`config.mk`:
```
export PLATFORM = sky130hd
export DESIGN_NAME = serial_loader
export DESIGN_NICKNAME = d
export VERILOG_FILES = /design/src/rtl/serial_loader_pkg.sv /design/src/rtl/loader_tx_ctl.sv /design/src/rtl/serial_loader.sv
export SDC_FILE = /design/constraint.sdc
export NUM_CORES = 1
export LEC_CHECK = 0
export CORE_AREA = 4 4 101 103
export DETAILED_ROUTE_END_ITERATION = 7
export DIE_AREA = 0 0 105 107
export GPL_TIMING_DRIVEN = 0
export HOLD_SLACK_MARGIN = 0.03
export PLACE_DENSITY = 0.86
export SYNTH_ARGS = -nofsm -noshare
export SYNTH_HDL_FRONTEND = slang
export SYNTH_HIERARCHICAL = 1
export SYNTH_SLANG_ARGS = --single-unit
```
`constraint.sdc`:
```
create_clock -name clk -period 2.94 [get_ports clk]
set_clock_uncertainty 0.1 [all_clocks]
set_input_delay 0.588 -clock clk [delete_from_list [all_inputs] [get_ports clk]]
set_output_delay 0.588 -clock clk [all_outputs]
set_load 0.01 [all_outputs]
```
`src/rtl/serial_loader_pkg.sv`:
```
// rtl/serial_loader_pkg.sv - command bytes, reply bytes and state types for the serial loader
package serial_loader_pkg;

   localparam logic [7:0] CMD_LOAD = 8'h4C;
   localparam logic [7:0] CMD_DUMP = 8'h44;
   localparam logic [7:0] CMD_EXEC = 8'h58;
   localparam logic [7:0] CMD_HALT = 8'h48;
   localparam logic [7:0] CMD_STAT = 8'h53;
   localparam logic [7:0] ACK_BYTE = 8'h21;
   localparam logic [7:0] NAK_BYTE = 8'h3F;

   typedef enum logic [4:0] {
      IDLE, CMD, ADDRH, ADDRL, LENH, LENL, LDATA, WRITE,
      RDADDR, RDWAIT, RDCAP, SEND, SENDWAIT, ACK, ACKWAIT, START, HALTWAIT
   } loader_state_t;

   typedef enum logic [1:0] {
      TX_IDLE, TX_PULSE, TX_RISE, TX_FALL
   } tx_state_t;

   function automatic logic takes_addr(input logic [7:0] c);
      return (c == CMD_LOAD) || (c == CMD_DUMP) || (c == CMD_EXEC);
   endfunction

   function automatic logic is_known(input logic [7:0] c);
      return takes_addr(c) || (c == CMD_HALT) || (c == CMD_STAT);
   endfunction

endpackage

```
`src/rtl/loader_tx_ctl.sv`:
```
// rtl/loader_tx_ctl.sv - one-byte handshake toward the UART transmitter
module loader_tx_ctl
   import serial_loader_pkg::*;
(
   input  logic clk,
   input  logic reset,
   input  logic req,
   input  logic busy,
   output logic start,
   output logic accept,
   output logic done
);

   tx_state_t state, state_next;

   always_ff @(posedge clk) begin
      if (reset) state <= TX_IDLE;
      else       state <= state_next;
   end

   // A byte is only taken while the transmitter is idle, so start never meets busy.
   always_comb begin
      state_next = state;
      accept     = 1'b0;
      done       = 1'b0;
      case (state)
         TX_IDLE: begin
            if (req && !busy) begin
               accept     = 1'b1;
               state_next = TX_PULSE;
            end
         end
         TX_PULSE: state_next = TX_RISE;
         TX_RISE:  if (busy) state_next = TX_FALL;
         TX_FALL: begin
            if (!busy) begin
               done       = 1'b1;
               state_next = TX_IDLE;
            end
         end
         default: state_next = TX_IDLE;
      endcase
   end

   assign start = (state == TX_PULSE);

endmodule

```
`src/rtl/serial_loader.sv`:
```
// rtl/serial_loader.sv - UART command monitor: loads/dumps RAM and controls cpu reset, halt and start address
module serial_loader
   import serial_loader_pkg::*;
#(
   parameter int addr_width = 9
) (
   input  logic                  clk,
   input  logic                  reset,
   input  logic [7:0]            rx_data,
   input  logic                  rx_valid,
   output logic [7:0]            tx_data,
   output logic                  tx_start,
   input  logic                  tx_busy,
   input  logic [7:0]            mem_data_out,
   output logic [7:0]            mem_data_in,
   output logic [addr_width-1:0] mem_raddr,
   output logic [addr_width-1:0] mem_waddr,
   output logic                  mem_write,
   output logic                  mem_owner,
   output logic                  cpu_reset,
   output logic                  cpu_halt,
   input  logic                  cpu_halted,
   output logic [addr_width-1:0] start_address
);

   loader_state_t         state, state_next;
   logic [7:0]            cmd;
   logic [7:0]            hi;
   logic [7:0]            ack_code;
   logic [addr_width-1:0] addr;
   logic [15:0]           len;
   logic                  start_cnt;
   logic                  tx_req, tx_accept, tx_done;

   loader_tx_ctl u_tx_ctl (
      .clk    (clk),
      .reset  (reset),
      .req    (tx_req),
      .busy   (tx_busy),
      .start  (tx_start),
      .accept (tx_accept),
      .done   (tx_done)
   );

   always_ff @(posedge clk) begin
      if (reset) state <= IDLE;
      else       state <= state_next;
   end

   always_comb begin
      state_next = state;
      tx_req     = 1'b0;
      case (state)
         IDLE: if (rx_valid) state_next = CMD;
         CMD: begin
            if (takes_addr(cmd))       state_next = ADDRH;
            else if (cmd == CMD_HALT)  state_next = HALTWAIT;
            else if (cmd == CMD_STAT)  state_next = SEND;
            else                       state_next = ACK;
         end
         ADDRH: if (rx_valid) state_next = ADDRL;
         ADDRL: if (rx_valid) state_next = (cmd == CMD_EXEC) ? START : LENH;
         LENH:  if (rx_valid) state_next = LENL;
         LENL: begin
            if (rx_valid) begin
               if ({hi, rx_data} == 16'd0) state_next = ACK;
               else if (cmd == CMD_LOAD)   state_next = LDATA;
               else if (mem_owner)         state_next = RDADDR;
               else                        state_next = ACK;
            end
         end
         LDATA:  if (rx_valid) state_next = WRITE;
         WRITE:  state_next = (len == 16'd1) ? ACK : LDATA;
         RDADDR: state_next = RDWAIT;
         RDWAIT: state_next = RDCAP;
         RDCAP:  state_next = SEND;
         SEND: begin
            tx_req = 1'b1;
            if (tx_accept) state_next = SENDWAIT;
         end
         SENDWAIT: begin
            if (tx_done) state_next = (cmd == CMD_DUMP && len != 16'd0) ? RDADDR : ACK;
         end
         ACK: begin
            tx_req = 1'b1;
            if (tx_accept) state_next = ACKWAIT;
         end
         ACKWAIT:  if (tx_done) state_next = IDLE;
         START:    if (start_cnt) state_next = ACK;
         HALTWAIT: if (cpu_halted) state_next = ACK;
         default:  state_next = IDLE;
      endcase
   end

   always_ff @(posedge clk) begin
      if (reset) begin
         cmd           <= 8'h00;
         hi            <= 8'h00;
         ack_code      <= ACK_BYTE;
         addr          <= '0;
         len           <= 16'd0;
         start_cnt     <= 1'b0;
         tx_data       <= 8'h00;
         mem_data_in   <= 8'h00;
         mem_raddr     <= '0;
         mem_waddr     <= '0;
         mem_write     <= 1'b0;
         mem_owner     <= 1'b1;
         cpu_reset     <= 1'b0;
         cpu_halt      <= 1'b1;
         start_address <= '0;
      end else begin
         mem_write <= 1'b0;
         case (state)
            IDLE: if (rx_valid) cmd <= rx_data;
            CMD: begin
               // RAM commands issued while the cpu owns memory are still parsed, then refused.
               if (!is_known(cmd) || ((cmd == CMD_LOAD || cmd == CMD_DUMP) && !mem_owner))
                  ack_code <= NAK_BYTE;
               else
                  ack_code <= ACK_BYTE;
               if (cmd == CMD_HALT) cpu_halt <= 1'b1;
            end
            ADDRH, LENH: if (rx_valid) hi <= rx_data;
            ADDRL: begin
               if (rx_valid) begin
                  addr <= addr_width'({hi, rx_data});
                  if (cmd == CMD_EXEC) begin
                     start_address <= addr_width'({hi, rx_data});
                     cpu_reset     <= 1'b1;
                     start_cnt     <= 1'b0;
                  end
               end
            end
            LENL: if (rx_valid) len <= {hi, rx_data};
            LDATA: begin
               if (rx_valid && mem_owner) begin
                  mem_waddr   <= addr;
                  mem_data_in <= rx_data;
               end
            end
            WRITE: begin
               mem_write <= mem_owner;
               addr      <= addr + addr_width'(1);
               len       <= len - 16'd1;
            end
            RDADDR: mem_raddr <= addr;
            RDCAP: begin
               tx_data <= mem_data_out;
               addr    <= addr + addr_width'(1);
               len     <= len - 16'd1;
            end
            SEND: if (cmd == CMD_STAT) tx_data <= {7'b0, cpu_halted};
            ACK:  tx_data <= ack_code;
            START: begin
               start_cnt <= 1'b1;
               if (start_cnt) begin
                  cpu_reset <= 1'b0;
                  cpu_halt  <= 1'b0;
                  mem_owner <= 1'b0;
               end
            end
            HALTWAIT: if (cpu_halted) mem_owner <= 1'b1;
            default: ;
         endcase
      end
   end

endmodule

```
==> impl_results.md <==
- Synth Flop Type: dfxtp_1
- Minimum clock period: 2.558 ns
- Endpoints failing setup: 0
- Cts repair resizes: 0
- Syn_nets: 640
- Slew headroom: 0.5337
- CP Cell Sequence: buf_2 -> xnor2_1 -> or2_2 -> clkbuf_1 -> inv_1 -> inv_1 -> nor3b_1 -> or3_1 -> o2111a_1 -> nor2_1 -> nand2_1 -> o21ai_0
- Most frequent cells in the layout: dfxtp_1, nor2_1, clkdlybuf4s50_1, nand2_1, a21oi_1
- Ant diodes: 0
- Hold Slack: 0.3675 ns
- Wire per inst: 18.07 µm
- Core ar.: 9196 µm²
- RR Startpoint: state[1]$_SDFFE_PP0P_
- Crit path required time: 3.14 ns
- CP delay by family, top: simple AND/OR/NAND/NOR gates
- Crit. End Element: flip-flop
- Layout cells sized above 1: 0.09078
- Critical path type: flip-flop to flip-flop
- Reg2reg setup slack: 0.38 ns
- Final count of pins violating max slew: 0
- Rows: 35
- CP max FO: 9
- Library cells used by synthesis: 69
- Congestion Overflow GR: 0
- Pin count of the biggest net entering global routing: 20
- Final core occ: 0.6529
- Detailed Route Iter0 Violations: 366
- Nets: 717
- CP max stage cell: or3_1
- Setup tns final: 0 ns
- Vias per cell: 6.117
- Port Buffers: 66
- Worst Hold Endpoint: mem_raddr[0]$_SDFFE_PP0P_
- Hold WC Path Type: flip-flop to flip-flop
- RSZ-0062 raised after global routing: false
- Sink Count: 97
- Die footprint: 11,240 µm²
- Synthesized flop and latch total: 97
- Max cap viols: 0
- Post-synth ARST share: 0
- 1st-pass router iterations: 5
- Area delta synth->final: 19.89%
- Hold Vio Cnt, Final: 0
- Setup Buffers After CTS: 0
- Reg clk slew, reported paths: 0.10 ns
- Via count: 4,924
- Avg Cell Area, Syn: 8.184 µm²
- Cts-stage hold buffer count: 0
- Final HPWL DP: 10.44 mm
- Vias in the first global route: 4,810
- Die width: 105 µm
- Routed wire length: 14.55 mm
- Cts bufs inserted: 9
- GP Congestion: 0.9441
- Max Clk Rate: 0.3909 GHz
- Syn Inst Count: 612
- Htree depth: 3
- Post-Syn Area: 5009 µm²
- Critical Path AT: 2.76 ns
- Reg2reg end: state[2]$_SDFFE_PP0P_
- Power Density: 586.9 nW/µm²
- Number of enable flip-flop cells after synthesis: 0
- Slew at the pin closest to its max-slew limit: 0.6995 ns
- Status: complete, no violations
- WP buf/inv: 4
- Register area share after synthesis: 0.3877
- Starting Density: 0.5446
- CP max stage delay: 0.37 ns
- GR Util All Layers: 0.2584
- CTS tree: yes
- Die H: 107 µm
- Worst-Skew Late Latency: 0.38 ns
- Hold path depth: 2
- Pleak: 2.245 nW
- DRT antenna net count: 0
- Initial antenna violation count: 0
- Final critical-path share of the clock period: 0.8701
- Ports: 69
- Root Buffer: clkbuf_8
- Peak VDD IR: 0.2884 mV
- Global-route wire length before repair: 23.76 mm
- HP Start: mem_raddr[0]$_SDFFE_PP0P_
- CTS max path bufs: 2
- R2R depth: 12
- Critical path's most frequent cell: inv_1
- Yosys warning count: 6
- CP startpoint kind: flip-flop
- Commonest non-fill, non-tap cell in the layout: dfxtp_1
- Final routed DRC violation total: 0
-- layer usage --
metal  track usage  wire length [µm]  part of all wire
met3       0.05238              1339             0.092
met2        0.4363              6802              0.47
met1        0.3296              6147              0.42
met4       0.08810               257             0.018
met5             0                 0                 0
-- worst max path at each step --
stage / slack, ns / from / cells past startpoint / to
detailed placement: 0.32 / reset / 5 / start_address[7]$_SDFFE_PP0P_
global placement: 0.34 / reset / 5 / start_address[1]$_SDFFE_PP0P_
global route: 0.16 / state[3]$_SDFFE_PP0P_ / 12 / state[0]$_SDFFE_PP0P_
finish: 0.38 / state[1]$_SDFFE_PP0P_ / 12 / state[2]$_SDFFE_PP0P_
floorplan: 0.78 / state[4]$_SDFFE_PP0P_ / 12 / state[0]$_SDFFE_PP0P_
CTS: 0.41 / state[1]$_SDFFE_PP0P_ / 12 / state[2]$_SDFFE_PP0P_
-- tightest hold or removal path, delay by kind of cell, from the launching register on --
kind	cells	cell delay [ns]
AND/OR/NAND/NOR	1	0.05
flip-flops	1	0.33
AO/OA/AOI/OAI	1	0.05
-- metrics by stage --
stage	total power [mW]	worst slack, ns	area, µm²	std cells
2_1_floorplan	2.346	0.7803	5009	612
3_3_place_gp	2.626	0.3402	5808	789
4_1_cts	3.504	0.4058	6005	805
6_report	3.524	0.3820	6005	805
5_1_grt	3.702	0.1627	6005	805
3_5_place_dp	2.655	0.3242	5808	789
-- cell families after synthesis --
logic type / count (synthesis) / share of synthesized area
buffers and inverters: 57 / 0.05646
multiplexers: 46 / 0.09218
adder cells (fa/ha/maj): 7 / 0.01749
AND/OR/NAND/NOR: 258 / 0.2571
flip-flops: 97 / 0.3877
XOR/XNOR: 2 / 0.003498
AO/OA/AOI/OAI: 145 / 0.1856
-- area by class of cell --
type,instances,area [µm²]
plain buffers,43,230.2
clock buffers,9,123.9
clock inverters,7,72.57
fillers,797,3192
inverters,14,52.55
multi-input cells,458,2784
flip-flops and latches,97,1942
well taps,111,138.9
repair buffers,66,660.6
-- sequential cells by signal (all words and copies together) (netlist names), 2 cells and up --
name / flops
len: 16
mem_waddr: 9
start_address: 9
mem_data_in: 8
hi: 8
tx_data: 8
addr: 9
u_tx_ctl/state: 2
state: 5
cmd: 8
mem_raddr: 9
-- synth_stat cells (all sizes together), types with 8 or more instances --
| cell | n | area [µm²] |
|---|---|---|
| clkbuf | 16 | 60.06 |
| nor3 | 17 | 90.09 |
| mux2i | 45 | 450.4 |
| o21ai | 32 | 163.9 |
| nor2 | 90 | 340.3 |
| a21oi | 49 | 249.0 |
| nor4 | 10 | 77.57 |
| nand2 | 60 | 227.7 |
| and2 | 8 | 50.05 |
| a211oi | 15 | 117.6 |
| buf | 27 | 170.2 |
| nand3 | 22 | 125.1 |
| dfxtp | 97 | 1942 |
| nor2b | 10 | 62.56 |
| inv | 14 | 52.55 |
-- power by group --
part / leakage (nW) / switching, mW / internal, mW
logic: 1.36 / 0.696 / 0.444
clock network: 0.0966 / 0.528 / 0.332
registers: 0.783 / 0.112 / 1.41
total: 2.24 / 1.34 / 2.19
Note: power is estimated with default switching activity, not from simulation.
